File: config.mk
export PLATFORM = sky130hd
export DESIGN_NAME = deser_enqueue_sched
export DESIGN_NICKNAME = d
export VERILOG_FILES = /design/src/rtl/deser_enqueue_sched.sv
export SDC_FILE = /design/constraint.sdc
export NUM_CORES = 1
export LEC_CHECK = 0
export BUFFER_PORTS_ARGS = -buffer_cell sky130_fd_sc_hd__buf_2
export CAP_MARGIN = 20
export CORE_ASPECT_RATIO = 1.75
export CORE_UTILIZATION = 35
export DETAILED_ROUTE_END_ITERATION = 7
export PLACE_DENSITY_LB_ADDON = 0.1
export SLEW_MARGIN = 30
export SYNTH_ARGS = -nofsm -noshare
export SYNTH_HDL_FRONTEND = slang
export SYNTH_SLANG_ARGS = --single-unit
File: constraint.sdc
create_clock -name clk_1MHz -period 2 [get_ports clk_1MHz]
set_input_delay 0.2 -clock clk_1MHz [delete_from_list [all_inputs] [get_ports clk_1MHz]]
set_output_delay 0.2 -clock clk_1MHz [all_outputs]
set_load 0.05 [all_outputs]
File: src/rtl/deser_enqueue_sched.sv
// deser_enqueue_sched: arbitrates two deserializer producers into one shared
// byte queue. Generates the producer tick (clk_1MHz / DIV_PROD) and queue tick
// (clk_1MHz / DIV_QUEUE) and sequences grant -> latch -> enqueue -> ack -> release.
// Optional feature macro: RR_ARB_EN (round-robin arbitration). When undefined,
// producer 0 has fixed priority.
module deser_enqueue_sched #(
  parameter int DATA_W      = 8,
  parameter int DIV_PROD    = 10,
  parameter int DIV_QUEUE   = 100,
  parameter int QUEUE_DEPTH = 8
) (
  input  logic              clk_1MHz,
  input  logic              reset,
  input  logic [DATA_W-1:0] p0_data,
  input  logic              p0_ready,
  output logic              p0_ack,
  input  logic [DATA_W-1:0] p1_data,
  input  logic              p1_ready,
  output logic              p1_ack,
  input  logic [7:0]        q_len,
  output logic [DATA_W-1:0] q_data,
  output logic              q_enqueue,
  output logic              tick_prod,
  output logic              tick_queue,
  output logic [1:0]        grant,
  output logic              busy
);

  localparam int PC_W = (DIV_PROD  > 1) ? $clog2(DIV_PROD)  : 1;
  localparam int QC_W = (DIV_QUEUE > 1) ? $clog2(DIV_QUEUE) : 1;
  localparam logic [PC_W-1:0] PROD_LAST  = PC_W'(DIV_PROD - 1);
  localparam logic [QC_W-1:0] QUEUE_LAST = QC_W'(DIV_QUEUE - 1);
  localparam logic [7:0]      DEPTH      = 8'(QUEUE_DEPTH);

  typedef enum logic [2:0] {
    IDLE    = 3'd0,
    WAIT_Q  = 3'd1,
    ENQ     = 3'd2,
    WAIT_A  = 3'd3,
    ACK     = 3'd4,
    RELEASE = 3'd5
  } state_t;

  state_t            state_q, state_d;
  logic [PC_W-1:0]   prod_cnt_q, prod_cnt_d;
  logic [QC_W-1:0]   queue_cnt_q, queue_cnt_d;
  logic              tick_prod_q, tick_prod_d;
  logic              tick_queue_q, tick_queue_d;
  logic [1:0]        grant_q, grant_d;
  logic [DATA_W-1:0] q_data_q, q_data_d;
  logic              q_enqueue_q, q_enqueue_d;
  logic              p0_ack_q, p0_ack_d;
  logic              p1_ack_q, p1_ack_d;
  logic              busy_q, busy_d;
  logic              win_p1_s;
  logic              own_ready_s;
`ifdef RR_ARB_EN
  logic              rr_ptr_q, rr_ptr_d;
`endif

  // Free-running dividers; the tick flops are high exactly while the count sits at DIV-1.
  always_comb begin
    if (prod_cnt_q == PROD_LAST) begin
      prod_cnt_d = '0;
    end else begin
      prod_cnt_d = prod_cnt_q + PC_W'(1);
    end
    if (queue_cnt_q == QUEUE_LAST) begin
      queue_cnt_d = '0;
    end else begin
      queue_cnt_d = queue_cnt_q + QC_W'(1);
    end
    tick_prod_d  = (prod_cnt_d == PROD_LAST);
    tick_queue_d = (queue_cnt_d == QUEUE_LAST);
  end

  // Arbitration winner and the ready line of the current owner.
  always_comb begin
`ifdef RR_ARB_EN
    win_p1_s = p1_ready && (!p0_ready || rr_ptr_q);
`else
    win_p1_s = p1_ready && !p0_ready;
`endif
    if (grant_q[1]) begin
      own_ready_s = p1_ready;
    end else begin
      own_ready_s = p0_ready;
    end
  end

  // Transfer sequencer: next state and registered outputs; each state reacts only to its own tick.
  always_comb begin
    state_d     = state_q;
    grant_d     = grant_q;
    q_data_d    = q_data_q;
    q_enqueue_d = q_enqueue_q;
    p0_ack_d    = p0_ack_q;
    p1_ack_d    = p1_ack_q;
`ifdef RR_ARB_EN
    rr_ptr_d    = rr_ptr_q;
`endif
    case (state_q)
      IDLE: begin
        if (tick_prod_q && (p0_ready || p1_ready) && (q_len < DEPTH)) begin
          state_d = WAIT_Q;
          if (win_p1_s) begin
            grant_d  = 2'b10;
            q_data_d = p1_data;
          end else begin
            grant_d  = 2'b01;
            q_data_d = p0_data;
          end
        end else begin
          state_d = IDLE;
        end
      end
      WAIT_Q: begin
        if (tick_queue_q) begin
          state_d     = ENQ;
          q_enqueue_d = 1'b1;
        end else begin
          state_d = WAIT_Q;
        end
      end
      ENQ: begin
        if (tick_queue_q) begin
          state_d     = WAIT_A;
          q_enqueue_d = 1'b0;
        end else begin
          state_d = ENQ;
        end
      end
      WAIT_A: begin
        if (tick_prod_q) begin
          state_d  = ACK;
          p0_ack_d = grant_q[0];
          p1_ack_d = grant_q[1];
        end else begin
          state_d = WAIT_A;
        end
      end
      ACK: begin
        if (tick_prod_q) begin
          state_d  = RELEASE;
          p0_ack_d = 1'b0;
          p1_ack_d = 1'b0;
`ifdef RR_ARB_EN
          // Next contested grant goes to the producer that was not just served.
          rr_ptr_d = grant_q[0];
`endif
        end else begin
          state_d = ACK;
        end
      end
      RELEASE: begin
        // Owner must drop ready before another transfer can start (no double enqueue).
        if (!own_ready_s) begin
          state_d = IDLE;
          grant_d = 2'b00;
        end else begin
          state_d = RELEASE;
        end
      end
      default: begin
        state_d     = IDLE;
        grant_d     = 2'b00;
        q_enqueue_d = 1'b0;
        p0_ack_d    = 1'b0;
        p1_ack_d    = 1'b0;
      end
    endcase
    busy_d = (state_d != IDLE);
  end

  // State and output registers; reset aborts any transfer in progress.
  always_ff @(posedge clk_1MHz or posedge reset) begin
    if (reset) begin
      state_q      <= IDLE;
      prod_cnt_q   <= '0;
      queue_cnt_q  <= '0;
      tick_prod_q  <= 1'b0;
      tick_queue_q <= 1'b0;
      grant_q      <= 2'b00;
      q_data_q     <= '0;
      q_enqueue_q  <= 1'b0;
      p0_ack_q     <= 1'b0;
      p1_ack_q     <= 1'b0;
      busy_q       <= 1'b0;
`ifdef RR_ARB_EN
      rr_ptr_q     <= 1'b0;
`endif
    end else begin
      state_q      <= state_d;
      prod_cnt_q   <= prod_cnt_d;
      queue_cnt_q  <= queue_cnt_d;
      tick_prod_q  <= tick_prod_d;
      tick_queue_q <= tick_queue_d;
      grant_q      <= grant_d;
      q_data_q     <= q_data_d;
      q_enqueue_q  <= q_enqueue_d;
      p0_ack_q     <= p0_ack_d;
      p1_ack_q     <= p1_ack_d;
      busy_q       <= busy_d;
`ifdef RR_ARB_EN
      rr_ptr_q     <= rr_ptr_d;
`endif
    end
  end

  assign tick_prod  = tick_prod_q;
  assign tick_queue = tick_queue_q;
  assign grant      = grant_q;
  assign q_data     = q_data_q;
  assign q_enqueue  = q_enqueue_q;
  assign p0_ack     = p0_ack_q;
  assign p1_ack     = p1_ack_q;
  assign busy       = busy_q;

endmodule
=== Word level (Yosys, flattened, before mapping) ===
Cells that the tools add are included.

* Register bits after elaboration: 30
* Input bits: 28
* Logic and storage cells: 69

* Add/sub/neg operators: 2
* Order comparisons: 1
* Eq/ne operators: 15
* Mux-type cells: 23
* Bitwise gates (word level): 3
* Reduce and logical (&&, ||, !) cells: 14

{| class="wikitable"
|+ Operator list
! cell !! number
|-
| $pmux 3 s6 || 1
|-
| $eq 7x7->1 const B || 2
|-
| $ne 2x2->1 const B || 6
|-
| $reduce_or 4->1 || 3
|-
| $mux 1 || 9
|-
| $pmux 1 s3 || 3
|-
| $reduce_and 3->1 || 3
|-
| $eq 4x4->1 const B || 2
|-
| $lt 8x4->1 const B || 1
|-
| $mux 2 || 4
|-
| $mux 8 || 1
|-
| $add 7x1->7 const B || 1
|-
| $mux 7 || 1
|-
| $eq 3x2->1 const B || 2
|-
| $eq 3x3->1 const B || 2
|-
| $mux 3 || 2
|-
| $pmux 2 s3 || 1
|-
| $add 4x1->4 const B || 1
|-
| $mux 4 || 1
|-
| $eq 3x1->1 const B || 1
|-
| $logic_and 1x1->1 || 3
|-
| $logic_not 3->1 || 1
|-
| $not 1->1 || 3
|-
| $reduce_bool 3->1 || 1
|-
| 3 further kinds || 3
|}

=== Logic depth before layout (Yosys ltp) ===
* Word-level depth: 6
* Depth in mapped cells: 7
* Gate-level depth less buffers: 5

=== Worst setup path after synthesis ===
No wires, ideal clock.

* Path type: reg-to-reg
* Start point: reg grant_q[1] (netlist: grant[1])
* End point: reg busy_q (netlist: busy)
* Library setup time: 139 ps
* Arrival time: 1,661 ps
* Data required time: 1,861 ps
* Slack: 201 ps
* Cell stages (with the launch flop): 5
* Buffers on the path: 0
* Cells stage by stage: dfrtp_1 > mux2i_1 > nand2_1 > a21o_1 > or4b_1

* Longest elaborated chain between the ends: 4

{| class="wikitable"
|+ RTL lines
! item !! RTL line !! text
|-
| start: declaration || 49 || <nowiki>logic [1:0] grant_q, grant_d;</nowiki>
|-
| start signal: assignment || 198 || <nowiki>grant_q <= grant_d;</nowiki>
|-
| $mux 1 || 84 || <nowiki>if (grant_q[1]) begin</nowiki>
|-
| $mux 3 || 157 || <nowiki>if (!own_ready_s) begin</nowiki>
|-
| $pmux 3 s6 || 102 || <nowiki>case (state_q)</nowiki>
|-
| named net state_d[2] || 44 || <nowiki>state_t state_q, state_d;</nowiki>
|-
| $reduce_bool 3->1 || 172 || <nowiki>busy_d = (state_d != IDLE);</nowiki>
|-
| named net busy_d || 54 || <nowiki>logic busy_q, busy_d;</nowiki>
|-
| end signal: assignment || 203 || <nowiki>busy_q <= busy_d;</nowiki>
|-
| end: declaration || 54 ||
|}

The timed path passes the listed nets, and every way through them passes these cells.
A chain may end at the register's enable or synchronous reset.

=== Worst setup path in the final report ===
* Start point: reg queue_cnt_q[0]
* End point: reg tick_queue_q (netlist: tick_queue)

* Longest elaborated chain between the ends: 3
* Elaborated cells on any way between the ends: 4
* Those cells by class: 1 x add/sub; 2 x eq/ne; 1 x mux

{| class="wikitable"
|+ RTL lines
! item !! RTL line !! text
|-
| start: declaration || 46 || <nowiki>logic [QC_W-1:0] queue_cnt_q, queue_cnt_d;</nowiki>
|-
| start signal: assignment || 195 || <nowiki>queue_cnt_q <= queue_cnt_d;</nowiki>
|-
| $add 7x1->7 / $eq 7x7->1 (equally long branches) || 71, 68 ||
|-
| $mux 7 * || 68 || <nowiki>if (queue_cnt_q == QUEUE_LAST) begin</nowiki>
|-
| $eq 7x7->1 * || 74 || <nowiki>tick_queue_d = (queue_cnt_d == QUEUE_LAST);</nowiki>
|-
| named net tick_queue_d || 48 || <nowiki>logic tick_queue_q, tick_queue_d;</nowiki>
|-
| end signal: assignment || 197 || <nowiki>tick_queue_q <= tick_queue_d;</nowiki>
|-
| end: declaration || 48 ||
|}

The timed path passes the listed nets; every way through them passes the cells marked *.

==> summary.txt <==
Status
  • Status: completed

Placed design
  • Placed cell count: 219
  • Area after DPL: 1690 µm²
  • Placer Congestion: between 0.7 and 0.8
  • Detail Placement HPWL: 2.15 mm
  • Port-buffer cells: 40

Cells and area
  • Fin cells: around 230
  • Ratio of cells with drive above 1 in the final layout: 31.1%
  • Core Util, Final: 45.8%
  • Final Cell Area: 1790 µm²
  • Antenna diodes: 0
  • Area growth syn-to-layout: 23.8%
  • Most common cell after layout, fill and taps aside: buf_2
  • Final Net Count: 209
  • Most frequent cells in the layout: buf_2, dfrtp_1, nor2_1, mux2i_1, a21oi_1

Min path
  • Hold EP: q_data[1]
  • Worst hold path depth: 3
  • Hold Startpoint: p0_data[1]
  • Hold Crit Class: in2reg

Timing
  • Pins over their slew limit: 0
  • Fin Hold WS: roughly 0.22 ns
  • Fmax: 592 MHz
  • Final Cycle Share: 84.4%
  • Worst-Margin Slew: around 0.47 ns
  • RSZ-0062 raised after global routing: false
  • Setup tns final: 0 ns
  • Fin crit period: 1.69 ns
  • Final Hold Vio Count: 0
  • Worst Clk Skew: around 0.0067 ns
  • Final setup fails: 0
  • Relative slew slack: 68.3%

Synthesis
  • Synthesized cell area: 1440 µm²
  • Syn avg cell area: 10.9 µm²
  • Synth Instances: 133
  • Asr flop ratio synth: 100%
  • Yosys warning total: 0
  • Post-synth EDFFs: 0
  • Post-synthesis sequential area ratio: 52.0%
  • Mapped Nets: 163
  • Post-synth top flop: dfrtp_1
  • FF+latch count, synth: 30
  • Yosys cell types: 42

CTS
  • Cts repair resizes: 0
  • CTS tree: built
  • CTS buffer count: 5
  • CTS Sinks: 30
  • H-tree depth: 2
  • Root buffer cell: clkbuf_8
  • Postcts setup bufs: 0
  • Hold_buf cts: 1
  • Clock slew at the register clock pins of the worst setup and hold paths: 0.06 ns
  • Maximum clock path buffer count: 2
  • Clock Latency Late Sink: 0.28 ns

Worst setup path
  • FF-to-FF Start: queue_cnt_q[0]
  • Reg2reg path depth: 5
  • Crit path max-delay family: simple AND/OR/NAND/NOR gates
  • Worst Path Arrival: 1.89 ns
  • Req. time, crit path: 2.21 ns
  • Reg2reg setup slack: between 0.3 and 0.4 ns
  • WS Path Type: reg2reg
  • Slowest stage delay, CP: 0.45 ns
  • Slowest CP cell: nor3b_1
  • RR Endpoint: tick_queue
  • CP Buf/Inv Count: 0
  • CP Capture Type: flip-flop
  • Crit-path cells: ha_1 > nand4bb_1 > nor3b_1 > o21a_1 > and4b_1
  • Crit path max fanout: 5
  • CP startpoint kind: flip-flop

Floorplanning
  • CORE AREA: slightly below 4000 µm²
  • Die width: 50.6 µm
  • I/O pin count: 44
  • Initial Util: approximately 37%
  • Die height: 87.0 µm
  • Total die area: between 4000 and 5000 µm²
  • Cell Rows: 30

Global route
  • Global-route wire length before repair: 4.93 mm
  • Global route overflow: 0
  • Vias in the first global route: 1134
  • Total GRT Usage: 15.1%
  • Initial antenna violation count: 0
  • Pin count of the biggest net entering global routing: 31

Detailed routing
  • Total number of vias: 1107
  • DRC Markers: 0
  • Vias per inst: 4.86
  • DR WL/cell: 12.3 µm
  • Detail Route Antenna Nets: 0
  • Post-Route WL: 2.81 mm
  • DR iter-0 viols: 14
  • First-pass DRT Iterations: 4

Power
  • VDD IR-drop max: around 0.48 mV
  • Leak: 0.888 nW
  • Pwr Density: 644 nW/µm²

Flow run
  • Total of max-cap violations: 0
[where the power goes]
part | leakage, nW | internal [W] | total [W] | switching, W
logic | 0.460 | 0.0000304 | 0.0000605 | 0.0000301
clock network | 0.0482 | 0.000277 | 0.000484 | 0.000207
registers | 0.380 | 0.000607 | 0.000607 | 0
[sequential cells by signal (all words and copies together), names as in the netlist]
register     cells
grant            2
prod_cnt_q       4
q_data           8
busy             1
tick_prod        1
tick_queue       1
p1_ack           1
q_enqueue        1
queue_cnt_q      7
p0_ack           1
state_q          3
[cells in the mapped netlist, drive strengths merged, types with 2 or more instances]
master    n  area (µm²)
dfrtp    30         751
nor2     15        56.3
mux2i    11         110
a21oi    10        53.8
inv       8        30.0
nand2     8        30.0
buf       5        40.0
xnor2     4        35.0
a22o      3        26.3
nand3     3        15.0
nor2b     3        18.8
nor3b     3        22.5
o21ai     3        15.0
a31oi     2        12.5
and3      2        12.5
ha        2        25.0
o2bb2ai   2        23.8
[metal layers]
metal / wire, µm / vias to the layer above / share of wire (%) / GRT usage [%]
li1: - / 563 / - / -
met1: 1190 / 511 / 42 / 16.4
met2: 1450 / 28 / 51 / 26.3
met3: 112 / 5 / 4.0 / 4.19
met4: 59 / 0 / 2.1 / 7.58
met5: 0 / - / 0 / 0
[cell type report]
cell class,count,area (µm²)
clock buffer,7,86.3
clock inverter,1,5.00
fill,408,2120
inverter,8,30.0
multi-input combinational,90,623
sequential,30,751
tap,48,60.1
timing repair buffer,44,233
[worst min-delay path: cells and delay by family]
kind	cells	cell delay (ns)
AOI/OAI and AO/OA	1	0.13
muxes	1	0.05
buffers and inverters	1	0.07
[per-stage QoR]
stage | worst slack [ns] | total power [W]
after floorplan | 0.201 | 0.000646
after global placement | 0.337 | 0.000677
after detailed placement | 0.341 | 0.000679
after CTS | 0.305 | 0.00118
after global routing | 0.183 | 0.00121
final | 0.312 | 0.00115
[worst max path at each step]
| stage | slack [ns] | start | to | cells after the start |
|---|---|---|---|---|
| after floorplan | 0.20 | grant[1] | busy | 4 |
| after global placement | 0.34 | queue_cnt_q[0] | tick_queue | 5 |
| after detailed placement | 0.34 | q_len[7] | q_data[4] | 6 |
| after CTS | 0.31 | queue_cnt_q[0] | tick_queue | 5 |
| after global routing | 0.18 | queue_cnt_q[0] | tick_queue | 5 |
| final | 0.31 | queue_cnt_q[0] | tick_queue | 5 |
[logic make-up (layout without fill, tap and decap cells)]
kind of cell | count (synthesis) | in the layout | share of synthesized area, %
AO/OA/AOI/OAI | 29 | 29 | 14.4
XOR/XNOR | 5 | 5 | 3.03
adder cells (fa/ha/maj) | 2 | 2 | 1.73
buffers and inverters | 13 | 60 | 4.85
flip-flops | 30 | 30 | 52.0
multiplexers | 11 | 11 | 7.63
AND/OR/NAND/NOR | 43 | 43 | 16.4
No activity file was read; power rests on OpenSTA's default activity.
